===== config.mk =====
export PLATFORM = sky130hd
export DESIGN_NAME = seven_segment_reader_flat
export DESIGN_NICKNAME = d
export VERILOG_FILES = /design/src/rtl/seven_segment_pkg.sv /design/src/rtl/seven_segment_reader_if.sv /design/src/rtl/seven_segment_decode.sv /design/src/rtl/seven_segment_reader.sv /design/src/flat_wrapper.sv
export SDC_FILE = /design/constraint.sdc
export NUM_CORES = 1
export LEC_CHECK = 0
export CAP_MARGIN = 10
export CORE_MARGIN = 4
export CORE_UTILIZATION = 47
export CTS_CLUSTER_SIZE = 28
export DETAILED_ROUTE_END_ITERATION = 12
export PLACE_DENSITY = 0.73
export SETUP_SLACK_MARGIN = 0.3
export SLEW_MARGIN = 20
export SYNTH_ARGS = -nofsm -noshare
export SYNTH_HDL_FRONTEND = slang
export SYNTH_HIERARCHICAL = 1
export SYNTH_SLANG_ARGS = --single-unit

===== constraint.sdc =====
create_clock -name wb_clk_i -period 3.42 [get_ports wb_clk_i]
set_input_delay 1.026 -clock wb_clk_i [delete_from_list [all_inputs] [get_ports wb_clk_i]]
set_output_delay 1.026 -clock wb_clk_i [all_outputs]
set_load 0.1 [all_outputs]

===== src/rtl/seven_segment_pkg.sv =====
//------------------------------------------------------------------------------
// seven_segment_pkg : segment encodings, digit codes and FSM state type
// Rev 1.0
//------------------------------------------------------------------------------
`default_nettype none

package seven_segment_pkg;

  localparam int SEG_W   = 7;
  localparam int DIGIT_W = 4;

  localparam logic [DIGIT_W-1:0] DIGIT_INVALID = 4'hF;

  // Bit order is g..a (bit6..bit0).
  localparam logic [SEG_W-1:0] SEG_0     = 7'b0111111;
  localparam logic [SEG_W-1:0] SEG_1     = 7'b0000110;
  localparam logic [SEG_W-1:0] SEG_2     = 7'b1011011;
  localparam logic [SEG_W-1:0] SEG_3     = 7'b1001111;
  localparam logic [SEG_W-1:0] SEG_4     = 7'b1100110;
  localparam logic [SEG_W-1:0] SEG_5     = 7'b1101101;
  localparam logic [SEG_W-1:0] SEG_6     = 7'b1111101;
  localparam logic [SEG_W-1:0] SEG_6_ALT = 7'b1111100;
  localparam logic [SEG_W-1:0] SEG_7     = 7'b0000111;
  localparam logic [SEG_W-1:0] SEG_7_ALT = 7'b0100111;
  localparam logic [SEG_W-1:0] SEG_8     = 7'b1111111;
  localparam logic [SEG_W-1:0] SEG_9     = 7'b1101111;
  localparam logic [SEG_W-1:0] SEG_9_ALT = 7'b1100111;
  localparam logic [SEG_W-1:0] SEG_BLANK = 7'b0000000;

  typedef enum logic [0:0] {
    ST_IDLE  = 1'b0,
    ST_TRACK = 1'b1
  } state_e;

  function automatic logic [DIGIT_W-1:0] next_digit(input logic [DIGIT_W-1:0] d);
    return (d == 4'd9) ? 4'd0 : d + 4'd1;
  endfunction

endpackage

`default_nettype wire


===== src/rtl/seven_segment_reader_if.sv =====
//------------------------------------------------------------------------------
// seven_segment_reader_if : decoded-digit valid/ready channel
// Rev 1.0
//------------------------------------------------------------------------------
`default_nettype none

interface seven_segment_reader_if;
  import seven_segment_pkg::*;

  logic [DIGIT_W-1:0] digit;
  logic               digit_valid;
  logic               digit_ready;
  logic               invalid;

  modport master (output digit, output digit_valid, output invalid, input  digit_ready);
  modport slave  (input  digit, input  digit_valid, input  invalid, output digit_ready);

endinterface

`default_nettype wire


===== src/rtl/seven_segment_decode.sv =====
//------------------------------------------------------------------------------
// seven_segment_decode : combinational segment pattern -> {digit, valid, blank}
// Rev 1.0
//------------------------------------------------------------------------------
`default_nettype none

module seven_segment_decode
  import seven_segment_pkg::*;
(
  input  logic [SEG_W-1:0]   pat_i,
  output logic [DIGIT_W-1:0] digit_o,
  output logic               valid_o,
  output logic               blank_o
);

  always_comb begin
    digit_o = DIGIT_INVALID;
    valid_o = 1'b1;
    blank_o = 1'b0;
    case (pat_i)
      SEG_0:                 digit_o = 4'd0;
      SEG_1:                 digit_o = 4'd1;
      SEG_2:                 digit_o = 4'd2;
      SEG_3:                 digit_o = 4'd3;
      SEG_4:                 digit_o = 4'd4;
      SEG_5:                 digit_o = 4'd5;
      SEG_6, SEG_6_ALT:      digit_o = 4'd6;
      SEG_7, SEG_7_ALT:      digit_o = 4'd7;
      SEG_8:                 digit_o = 4'd8;
      SEG_9, SEG_9_ALT:      digit_o = 4'd9;
      SEG_BLANK: begin
        valid_o = 1'b0;
        blank_o = 1'b1;
      end
      default:               valid_o = 1'b0;
    endcase
  end

endmodule

`default_nettype wire


===== src/rtl/seven_segment_reader.sv =====
//------------------------------------------------------------------------------
// seven_segment_reader : synchronise, debounce and decode a 7-segment bus,
// check counting order and hand digits out over valid/ready.  Rev 1.0
//------------------------------------------------------------------------------
`default_nettype none

module seven_segment_reader
  import seven_segment_pkg::*;
#(
  parameter int SYNC_STAGES   = 2,
  parameter int STABLE_CYCLES = 4,
  parameter int CNT_W         = 16
) (
  input  logic                  wb_clk_i,
  input  logic                  wb_rst_i,
  input  logic                  enable_i,
  input  logic [SEG_W-1:0]      seg_i,
  seven_segment_reader_if.master digit_if,
  output logic                  seq_err_o,
  output logic                  overflow_o,
  output logic [CNT_W-1:0]      digit_count_o,
  output logic [CNT_W-1:0]      err_count_o
);

  localparam int             CW      = (STABLE_CYCLES > 1) ? $clog2(STABLE_CYCLES) : 1;
  localparam logic [CW-1:0]  CNT_MAX = CW'(STABLE_CYCLES - 1);

  logic [SYNC_STAGES-1:0][SEG_W-1:0] sync_q;
  logic [SEG_W-1:0]   pat_prev_q, pat_prev_d;
  logic [SEG_W-1:0]   last_pat_q, last_pat_d;
  logic [CW-1:0]      cnt_q, cnt_d;
  logic               enable_q, enable_d;
  state_e             state_q, state_d;
  logic [DIGIT_W-1:0] prev_digit_q, prev_digit_d;
  logic [DIGIT_W-1:0] digit_q, digit_d;
  logic               valid_q, valid_d;
  logic               invalid_q, invalid_d;
  logic               seq_err_q, seq_err_d;
  logic               overflow_q, overflow_d;
  logic [CNT_W-1:0]   dcount_q, dcount_d;
  logic [CNT_W-1:0]   ecount_q, ecount_d;

  logic [SEG_W-1:0]   pat;
  logic               same, event_fire, enable_rise, load, ld_inv;
  logic [DIGIT_W-1:0] dec_digit, ld_digit;
  logic               dec_valid, dec_blank;
  state_e             state_eff;

  assign pat = sync_q[SYNC_STAGES-1];

  seven_segment_decode u_decode (
    .pat_i   (pat),
    .digit_o (dec_digit),
    .valid_o (dec_valid),
    .blank_o (dec_blank)
  );

  always_comb begin
    pat_prev_d   = pat;
    last_pat_d   = last_pat_q;
    enable_d     = enable_i;
    state_d      = state_q;
    prev_digit_d = prev_digit_q;
    digit_d      = digit_q;
    valid_d      = valid_q;
    invalid_d    = invalid_q;
    seq_err_d    = seq_err_q;
    overflow_d   = overflow_q;
    dcount_d     = dcount_q;
    ecount_d     = ecount_q;
    load         = 1'b0;
    ld_digit     = DIGIT_INVALID;
    ld_inv       = 1'b0;

    // cnt_q counts consecutive cycles the synchronised pattern has not changed.
    same       = (pat == pat_prev_q);
    cnt_d      = !same ? '0 : ((cnt_q == CNT_MAX) ? cnt_q : cnt_q + 1'b1);
    event_fire = same && (cnt_q == CNT_MAX) && (pat != last_pat_q);

    enable_rise = enable_i && !enable_q;
    state_eff   = enable_rise ? ST_IDLE : state_q;
    state_d     = state_eff;

    if (valid_q && digit_if.digit_ready) begin
      valid_d   = 1'b0;
      invalid_d = 1'b0;
    end

    if (event_fire) begin
      last_pat_d = pat;
      if (enable_i && !dec_blank) begin
        load = 1'b1;
        if (dec_valid) begin
          ld_digit     = dec_digit;
          dcount_d     = (&dcount_q) ? dcount_q : dcount_q + 1'b1;
          if ((state_eff == ST_TRACK) && (dec_digit != next_digit(prev_digit_q))) begin
            seq_err_d = 1'b1;
            ecount_d  = (&ecount_q) ? ecount_q : ecount_q + 1'b1;
          end
          prev_digit_d = dec_digit;
          state_d      = ST_TRACK;
        end else begin
          ld_inv   = 1'b1;
          ecount_d = (&ecount_q) ? ecount_q : ecount_q + 1'b1;
          state_d  = ST_IDLE;
        end
      end
    end

    // A pending entry is never overwritten; the new event is dropped instead.
    if (load) begin
      if (valid_q && !digit_if.digit_ready) begin
        overflow_d = 1'b1;
      end else begin
        digit_d   = ld_digit;
        valid_d   = 1'b1;
        invalid_d = ld_inv;
      end
    end
  end

  always_ff @(posedge wb_clk_i) begin
    if (wb_rst_i) begin
      sync_q       <= '0;
      pat_prev_q   <= SEG_BLANK;
      last_pat_q   <= SEG_BLANK;
      cnt_q        <= '0;
      enable_q     <= 1'b0;
      state_q      <= ST_IDLE;
      prev_digit_q <= '0;
      digit_q      <= '0;
      valid_q      <= 1'b0;
      invalid_q    <= 1'b0;
      seq_err_q    <= 1'b0;
      overflow_q   <= 1'b0;
      dcount_q     <= '0;
      ecount_q     <= '0;
    end else begin
      sync_q       <= {sync_q[SYNC_STAGES-2:0], seg_i};
      pat_prev_q   <= pat_prev_d;
      last_pat_q   <= last_pat_d;
      cnt_q        <= cnt_d;
      enable_q     <= enable_d;
      state_q      <= state_d;
      prev_digit_q <= prev_digit_d;
      digit_q      <= digit_d;
      valid_q      <= valid_d;
      invalid_q    <= invalid_d;
      seq_err_q    <= seq_err_d;
      overflow_q   <= overflow_d;
      dcount_q     <= dcount_d;
      ecount_q     <= ecount_d;
    end
  end

  assign digit_if.digit       = digit_q;
  assign digit_if.digit_valid = valid_q;
  assign digit_if.invalid     = invalid_q;
  assign seq_err_o            = seq_err_q;
  assign overflow_o           = overflow_q;
  assign digit_count_o        = dcount_q;
  assign err_count_o          = ecount_q;

endmodule

`default_nettype wire

===== src/flat_wrapper.sv =====
// flat-port wrapper written by rule: the top's interface ports become plain ports
module seven_segment_reader_flat import seven_segment_pkg::*;
#(
  parameter int SYNC_STAGES   = 2,
  parameter int STABLE_CYCLES = 4,
  parameter int CNT_W         = 16
)
  (wb_clk_i, wb_rst_i, enable_i, seg_i, seq_err_o, overflow_o, digit_count_o, err_count_o, digit_if_digit, digit_if_digit_valid, digit_if_invalid, digit_if_digit_ready);
  seven_segment_reader_if digit_if_i ();
  input  logic wb_clk_i;
  input  logic wb_rst_i;
  input  logic enable_i;
  input  logic [SEG_W-1:0] seg_i;
  output logic seq_err_o;
  output logic overflow_o;
  output logic [CNT_W-1:0] digit_count_o;
  output logic [CNT_W-1:0] err_count_o;
  output wire logic [$bits(digit_if_i.digit)-1:0] digit_if_digit;
  output wire logic [$bits(digit_if_i.digit_valid)-1:0] digit_if_digit_valid;
  output wire logic [$bits(digit_if_i.invalid)-1:0] digit_if_invalid;
  input wire logic [$bits(digit_if_i.digit_ready)-1:0] digit_if_digit_ready;
  assign digit_if_digit = digit_if_i.digit;
  assign digit_if_digit_valid = digit_if_i.digit_valid;
  assign digit_if_invalid = digit_if_i.invalid;
  assign digit_if_i.digit_ready = digit_if_digit_ready;
  seven_segment_reader #(.SYNC_STAGES(SYNC_STAGES), .STABLE_CYCLES(STABLE_CYCLES), .CNT_W(CNT_W)) u_core (.wb_clk_i(wb_clk_i), .wb_rst_i(wb_rst_i), .enable_i(enable_i), .seg_i(seg_i), .digit_if(digit_if_i), .seq_err_o(seq_err_o), .overflow_o(overflow_o), .digit_count_o(digit_count_o), .err_count_o(err_count_o));
endmodule

Word level (Yosys, flattened, before mapping)
Cells that the tools add are included.

storage, ports and cells
  bits in registers = 76
  input bits = 11
  logic and storage cells = 90

cells by class
  add/subtract/negate cells = 4
  eq/ne operators = 19
  mux-type cells = 25
  bitwise logic cells = 3
  reduce and logical (&&, ||, !) cells = 24

operators with widths
  cell                                                  count
  equality test 7 bit (second input constant)           9
  two-way mux 16 bit                                    3
  one-hot mux 4 bit (10 select lines)                   1
  adder 16 x 1 -> 16 bit (second input constant)        2
  AND reduction 16 bit                                  2
  two-way mux 1 bit                                     17
  two-way mux 4 bit                                     4
  equality test 7 x 3 -> 1 bit (second input constant)  2
  equality test 7 x 6 -> 1 bit (second input constant)  2
  OR reduction 13 bit                                   1
  AND reduction 4 bit                                   2
  OR reduction 2 bit                                    4
  equality test 7 bit                                   1
  logical AND 1 bit                                     7
  zero test 7 bit                                       1
  inequality test 7 bit                                 1
  AND reduction 3 bit                                   2
  adder 4 x 1 -> 4 bit (second input constant)          1
  equality test 4 bit (second input constant)           1
  inequality test 4 bit                                 1
  AND reduction 2 bit                                   2
  zero test 1 bit                                       3
  inverter 1 bit                                        3
  adder 2 x 1 -> 2 bit (second input constant)          1
  2 further kinds                                       2

Depth between registers and ports, before layout
Gate-level depths: netlist (run 1).

  depth after elaboration = 8
  gate-level depth with buffers = 13
  mapped depth without buffers = 11

Cells and area by module
Netlist (run 1), hierarchy kept.

by module, submodules not included
  module                times used  cells each  area each (um^2)
  seven_segment_reader  1           354         3240.6
  seven_segment_decode  1           41          260.2

Least setup slack after synthesis (run 1)
Ideal clock, no wire load.

  path type = register to register
  from = register u_core.sync_q, in the netlist u_core/pat[0]
  to = register u_core.ecount_q[9] (netlist: u_core/err_count_o[9])
  setup time = 0.121 ns
  data arrival time = 3.121 ns
  setup slack = 0.178 ns
  cell stages (with the launch flop) = 12
  cells stage by stage = dfxtp_1 -> buf_6 -> or4_4 -> a211o_1 -> inv_1 -> o22ai_1 -> or3_1 -> a31oi_1 -> o31ai_1 -> a211oi_1 -> and4_1 -> mux2_2

on the way
  cells in the longest elaborated chain, start to end = 7

ends and longest elaborated chain
  element                                            line                         source
  from (decl)                                        seven_segment_reader.sv:28   logic [SYNC_STAGES-1:0][SEG_W-1:0] sync_q;
  from (signal assigned)                             seven_segment_reader.sv:139  sync_q <= {sync_q[SYNC_STAGES-2:0], seg_i};
  equality test 7 bit, or another cell as far along  seven_segment_decode.sv:20   case (pat_i)
  OR reduction 2 bit                                 seven_segment_decode.sv:20
  one-hot mux 4 bit (10 select lines) (*)            seven_segment_decode.sv:20
  net u_core.dec_digit[1]                            seven_segment_reader.sv:45   logic [DIGIT_W-1:0] dec_digit, ld_digit;
  inequality test 4 bit (*)                          seven_segment_reader.sv:96   if ((state_eff == ST_TRACK) && (dec_digit != next_digit(prev_digit_q))) begin
  logical AND 1 bit (*)                              seven_segment_reader.sv:96
  inequality test 2 bit (no line) (*)                -
  AND reduction 3 bit (no line) (*)                  -
  to (signal assigned)                               seven_segment_reader.sv:152  ecount_q <= ecount_d;
  to (decl)                                          seven_segment_reader.sv:41   logic [CNT_W-1:0] ecount_q, ecount_d;

Mark *: on every way through the listed nets, which the timed path passes. The rest lies on a longest branch.
A chain may end at the register's enable or synchronous reset.

Final worst setup path (run 1)
  from = register u_core.sync_q, in the netlist u_core/pat[0]
  to = register u_core.ecount_q[12] (netlist: u_core/err_count_o[12])

Same word-level chain as after synthesis.

==> metrics.txt, run 1 <==
share of cells above drive strength 1 21.62%; GR Overflow Total 0; Worst R2R End u_core/err_count_o[12]$_SDFFE_PP0P_; startpoint types flop; Starting DRT DRC Count 154; library cells used by synthesis 50; GPL Wtd Cong 0.8286; PortBufs 50; CP max stage cell or4_4; initial antenna violation count 0; first drt pass iteration count 4; Cell Rows 31; HP Class reg2reg; vias in the first global route 2721; worst setup margin 297.1 ps; combinational share of power 4.8%; final hold violation count 0; Worst-Skew Late Latency 360 ps; io pins 51; post-synthesis mux area share 5.361%; clk sinks 76; signal arrival time at the worst endpoint 3410 ps; synth top area cells dfxtp_1 43%, xnor2_1 6.0%, nor2_1 5.4%, nor2b_1 5.0%, mux2i_1 3.4%; Hold Startpoint u_core/sync_q[1]$_SDFF_PP0_; Slew headroom 54.95%; RSZ-0062 raised after global routing yes; largest net degree at the start of global routing 36; Top Metal Used met4; Synth Area in XOR/XNOR 8.756%; commonest non-fill, non-tap cell in the layout dfxtp_1; Mean Syn Cell Area 8.863 µm²; Period Utilization, post-route 91.31%; global-route wire length before repair 12620 µm; Die Y 94.31 µm; slowest stage delay, CP 530 ps; GRT Util Overall 17.91%; FF-to-FF setup slack 300 ps; Setup violations, final 0; Max Slew Vio Count 0; synth warn 6; crit-path cells or4_4 > a211o_1 > inv_1 > o22ai_2 > or3_4 > a31oi_4 > nor4_1 > or4_4 > or3_1 > a21oi_1; CP most frequent cell or4_4; post-synthesis compound-gate area fraction 9.685%; Hold Buf Count CTS 0; main combinational cell family by area after synthesis simple AND/OR/NAND/NOR gates; DR DRC count 0; DP HPWL 5118 µm; post-DR wirelength/cell 13.29 µm; Hold Crit Depth 1; Reg2Reg Depth 10; crit end category flop; metal3 WL 428 µm; DRT Wirelength 7404 µm; vias 2913; CP required 3700 ps; Worst Skew 10.37 ps; syn nets 409; DIE WIDTH 94.31 µm; PwrDens 399.9 mW/mm²; CTS buffer count 9; Sw Ratio 21.27%; antenna cells 0; initial core utilization 48.27%; fin nets 467; CTS tree done; P_leak 0.001762 µW; Setup CP Type reg2reg; Clock Tree Buf Depth 2; Reg power frac 52.1%; Min Hold Slack 437.4 ps; Max Freq 0.3202 GHz; # H-tree levels 3; Power Internal 1365 µW; core area 0.007253 mm²; Tot Pwr 1733 µW; RR Startpoint u_core/pat[0]$_SDFF_PP0_; maximum vdd drop 0.2682 mV; sequential share of the synthesized area 43.46%; Mapped Cells 395; Final ANT Viol Nets 0; critical-path maximum fanout 6; metal1 wirelength 3419 µm; met2 wire length 3404 µm; Syn-to-layout area delta 23.80%; die area 0.008893 mm²; Synth area leader dfxtp_1; Hold Path End u_core/pat[1]$_SDFF_PP0_; pre-CTS setup slack 96.59 ps; Least-Margin Pin Slew 669.6 ps; simple-gate portion of the synthesized area 27.73%; outcome completed; switching component of the power 368.8 µW; top-area cell type share of the netlist area 43.46%; Max Cap Viol 0; clock slew at reported path FFs 70 ps; post-synthesis cell area 0.003501 mm²; Adder-Cell Fraction of Synth Area 1.072%; setup TNS 0 ps; Post-Route Utilization 59.76%; crit path time final 3123 ps; Clock power frac 43.1%; commonest cells after routing, fill and taps aside 74 x dfxtp_1, 57 x buf_4, 50 x nor2_1, 28 x nor2b_1, 24 x xnor2_1; #FFs+latches synth 76; Clock Tree Root clkbuf_8; via/cell ratio 5.230
## timing repair
action                                  in CTS  in global routing
pin swaps                                    2                  0
endpoints found under the hold margin        0                  0
endpoints found under the setup margin       9                 16
resized for setup                            5                  4
setup buffers                                0                  3
## kinds of logic after synthesis
kind of cell | Yosys count
AND/OR/NAND/NOR | 174
flip-flops | 76
AO/OA/AOI/OAI | 55
buffers and inverters | 34
adder cells (fa/ha/maj) | 3
multiplexers | 18
XOR/XNOR | 35
## sequential cells by signal, indices dropped and copies added, names as in the netlist
name and count:
u_core/digit_count_o 16, u_core/digit_if.digit_valid 1, u_core/prev_digit_q 4, u_core/pat_prev_q 7, u_core/pat 7, u_core/sync_q 7, u_core/cnt_q 2, u_core/digit_if.digit 4
u_core/state_q 1, u_core/last_pat_q 7, u_core/seq_err_o 1, u_core/enable_q 1, u_core/err_count_o 16, u_core/digit_if.invalid 1, u_core/overflow_o 1
## power by group through the flow
stage                     Clock, µW  Sequential, µW  Combinational (µW)
after floorplan                   0             924                52.7
after global placement            0             923                80.4
after detailed placement          0             924                82.6
after CTS                       769             903                83.1
after global routing            809             905                92.6
final                           747             903                82.8
## how the worst max path moves through the flow
stage | from | endpoint | slack [ps]
2_1_floorplan | u_core/pat[0]$_SDFF_PP0_ | u_core/err_count_o[12]$_SDFFE_PP0P_ | 300
3_3_place_gp | enable_i | u_core/err_count_o[8]$_SDFFE_PP0P_ | 190
3_5_place_dp | enable_i | u_core/err_count_o[12]$_SDFFE_PP0P_ | 100
4_1_cts | u_core/pat[0]$_SDFF_PP0_ | u_core/err_count_o[12]$_SDFFE_PP0P_ | 310
5_1_grt | u_core/pat[0]$_SDFF_PP0_ | u_core/err_count_o[8]$_SDFFE_PP0P_ | 210
6_report | u_core/pat[0]$_SDFF_PP0_ | u_core/err_count_o[12]$_SDFFE_PP0P_ | 300
## synthesized netlist by cell type (all sizes together)
| library cell | n |
|---|---|
| a31o | 2 |
| a211o | 1 |
| nor3 | 8 |
| or2 | 1 |
| buf | 3 |
| nand3 | 14 |
| o21a | 1 |
| a211oi | 1 |
| nand2 | 10 |
| nor4 | 10 |
| o31ai | 2 |
| nor3b | 2 |
| xor2 | 11 |
| and4 | 6 |
| clkbuf | 17 |
| a311oi | 2 |
| a31oi | 2 |
| o211ai | 2 |
| nor2b | 28 |
| mux2i | 12 |
| or3 | 7 |
| and3b | 1 |
| a21bo | 2 |
| nand4 | 7 |
| nor4b | 1 |
| mux2 | 6 |
| o21ai | 16 |
| nand3b | 3 |
| and2 | 5 |
| o32a | 1 |
| inv | 14 |
| a22oi | 1 |
| nand2b | 8 |
| a21o | 2 |
| ha | 3 |
| nor2 | 50 |
| and3 | 9 |
| o22ai | 1 |
| a2111oi | 1 |
| xnor2 | 24 |
| dfxtp | 76 |
| or4 | 4 |
| a21oi | 18 |
## worst max-delay path, delay by kind of cell (launching register included)
kind	cells	cell delay (ps)
simple gates	5	1880
flops	1	320
buf+inv	1	90
compound gates	4	770
## stage by stage
stage,instance area [µm²],cells
6_report,4334,557
2_1_floorplan,3513,395
3_3_place_gp,4053,538
4_1_cts,4302,554
3_5_place_dp,4053,538
5_1_grt,4334,557
## cell type report
class / instances / area (µm²)
inverter: 14 / 55.05
timing repair buffer: 67 / 523.0
clock buffer: 12 / 145.1
fill: 648 / 2919
multi-input combinational: 285 / 1891
clock inverter: 4 / 72.57
tap: 99 / 123.9
sequential: 76 / 1524
## per-layer routing
| layer | global-route usage, % | vias up |
|---|---|---|
| met4 | 8.303 | 0 |
| met1 | 23.68 | 1356 |
| met5 | 0 | - |
| met3 | 3.606 | 11 |
| met2 | 28.07 | 69 |
| li1 | - | 1477 |
Power figures use the tool's default switching activity.
==> inputs of run 2 (changes only) <==
Settings changed: PLACE_DENSITY 0.73 to 0.71.
Clock period 3.42 ns to 3.58 ns, I/O delays scaled along.
==> run 2 against run 1 <==
Maximum frequency is 1.7% lower; die area stayed put; clock power is 5.4% higher; sequential power is 4.3% lower; worst hold slack worse by 4.7 ps; critical endpoint is now u_core/err_count_o[9]$_SDFFE_PP0P_; non-clock buffer count is 2 higher.
==> metrics.txt, run 2 (synthesis results as in run 1) <==
crit path time final 3178 ps; Post-Route Utilization 59.72%; share of cells above drive strength 1 20.00%; signal arrival time at the worst endpoint 3420 ps; Slew headroom 57.91%; clock slew at reported path FFs 80 ps; Max Slew Vio Count 0; core area 0.007253 mm²; CP required 3820 ps; antenna cells 0; PwrDens 398.5 mW/mm²; critical-path maximum fanout 11; GPL Wtd Cong 0.7944; P_leak 0.001772 µW; global-route wire length before repair 12630 µm; Least-Margin Pin Slew 631.3 ps; commonest cells after routing, fill and taps aside 75 x dfxtp_1, 58 x buf_4, 50 x nor2_1, 28 x nor2b_1, 24 x xnor2_1; DR DRC count 0; via/cell ratio 5.252; CTS tree done; GR Overflow Total 0; # H-tree levels 3; clk sinks 76; Worst-Skew Late Latency 340 ps; HP Class reg2reg; io pins 51; Syn-to-layout area delta 23.73%; maximum vdd drop 0.2582 mV; Clock Tree Buf Depth 2; Period Utilization, post-route 88.77%; largest net degree at the start of global routing 49; final hold violation count 0; RSZ-0062 raised after global routing yes; vias in the first global route 2765; Max Freq 0.3147 GHz; Starting DRT DRC Count 87; Setup CP Type reg2reg; Cell Rows 31; Worst Skew 9.900 ps; first drt pass iteration count 4; Final ANT Viol Nets 0; startpoint types flop; Setup violations, final 0; fin nets 469; DIE WIDTH 94.31 µm; outcome completed; DRT Wirelength 7466 µm; commonest non-fill, non-tap cell in the layout dfxtp_1; Max Cap Viol 0; initial antenna violation count 0; vias 2936; setup TNS 0 ps; die area 0.008893 mm²; DP HPWL 5174 µm; crit end category flop; initial core utilization 48.27%; Die Y 94.31 µm; post-DR wirelength/cell 13.36 µm; GRT Util Overall 17.75%; Clock Tree Root clkbuf_8; CTS buffer count 9; PortBufs 50; fillers 670
==> run 2: layout make-up <==
type | instances | area, µm² | area share (%)
flip-flops and latches | 76 | 1523 | 35.15
clock buffers | 10 | 127.6 | 2.946
clock inverters | 6 | 112.6 | 2.600
multi-input cells | 285 | 1842 | 42.52
inverters | 14 | 52.55 | 1.213
repair buffers | 69 | 550.5 | 12.71
well taps | 99 | 123.9 | 2.860
==> run 2: routing by layer <==
metal	part of all wire (%)	GRT usage (%)	vias up	wire, µm
met3	5.6	4.647	4	421
met5	0	0	-	0
li1	-	-	1487	-
met4	0.91	6.258	0	68
met2	47	29.61	70	3504
met1	47	22.14	1375	3472
==> run 2: final timing paths <==
path	start	end	slack [ps]	cells after the start
setup / recovery	u_core/pat[0]$_SDFF_PP0_	u_core/err_count_o[9]$_SDFFE_PP0P_	400	11
hold / removal	u_core/sync_q[6]$_SDFF_PP0_	u_core/pat[6]$_SDFF_PP0_	430	1
setup reg to reg	u_core/pat[0]$_SDFF_PP0_	u_core/err_count_o[9]$_SDFFE_PP0P_	400	11
hold reg to reg	u_core/sync_q[6]$_SDFF_PP0_	u_core/pat[6]$_SDFF_PP0_	430	1
==> run 2: where the power goes <==
group / leakage [µW] / total [µW] / switching, µW / internal (µW)
combinational: 0.00104 / 75.7 / 39.9 / 35.8
sequential: 0.000616 / 864 / 8.06 / 856
clock: 0.000120 / 787 / 322 / 465
==> run 2: timing repair <==
| item | in CTS | in global routing |
|---|---|---|
| hold buffers | 0 | 0 |
| setup endpoints to repair | 0 | 7 |
| gates resized for setup | 0 | 1 |
| buffers inserted | 0 | 5 |
| hold endpoints to repair | 0 | 0 |
==> run 2: critical path, stage by stage, from the launching register on <==
cell and delay, ps:
dfxtp_1 320, or4_4 530, a211o_1 300, inv_1 90, o22ai_1 100, or3_1 350
a31oi_1 230, o31ai_1 140, a211oi_1 260, buf_4 220, and4_1 210, mux2_2 320
==> run 2: per-stage QoR <==
step	cell area, µm²	instances	hold WS, ps	total power [µW]	setup slack [ps]
after CTS	4293	554	439.3	1747	386.3
after global routing	4332	559	454.8	1790	260.0
after floorplan	3501	395	413.8	933.0	338.5
after detailed placement	4053	538	420.4	960.4	233.5
final	4332	559	432.7	1726	402.1
after global placement	4053	538	417.5	958.5	295.8
==> inputs of run 3 (changes only) <==
Settings changed: SKIP_CTS_REPAIR_TIMING set to 1.
==> results of run 3 <==
No change in the layout: final DEF, timing and power equal those of run 2.
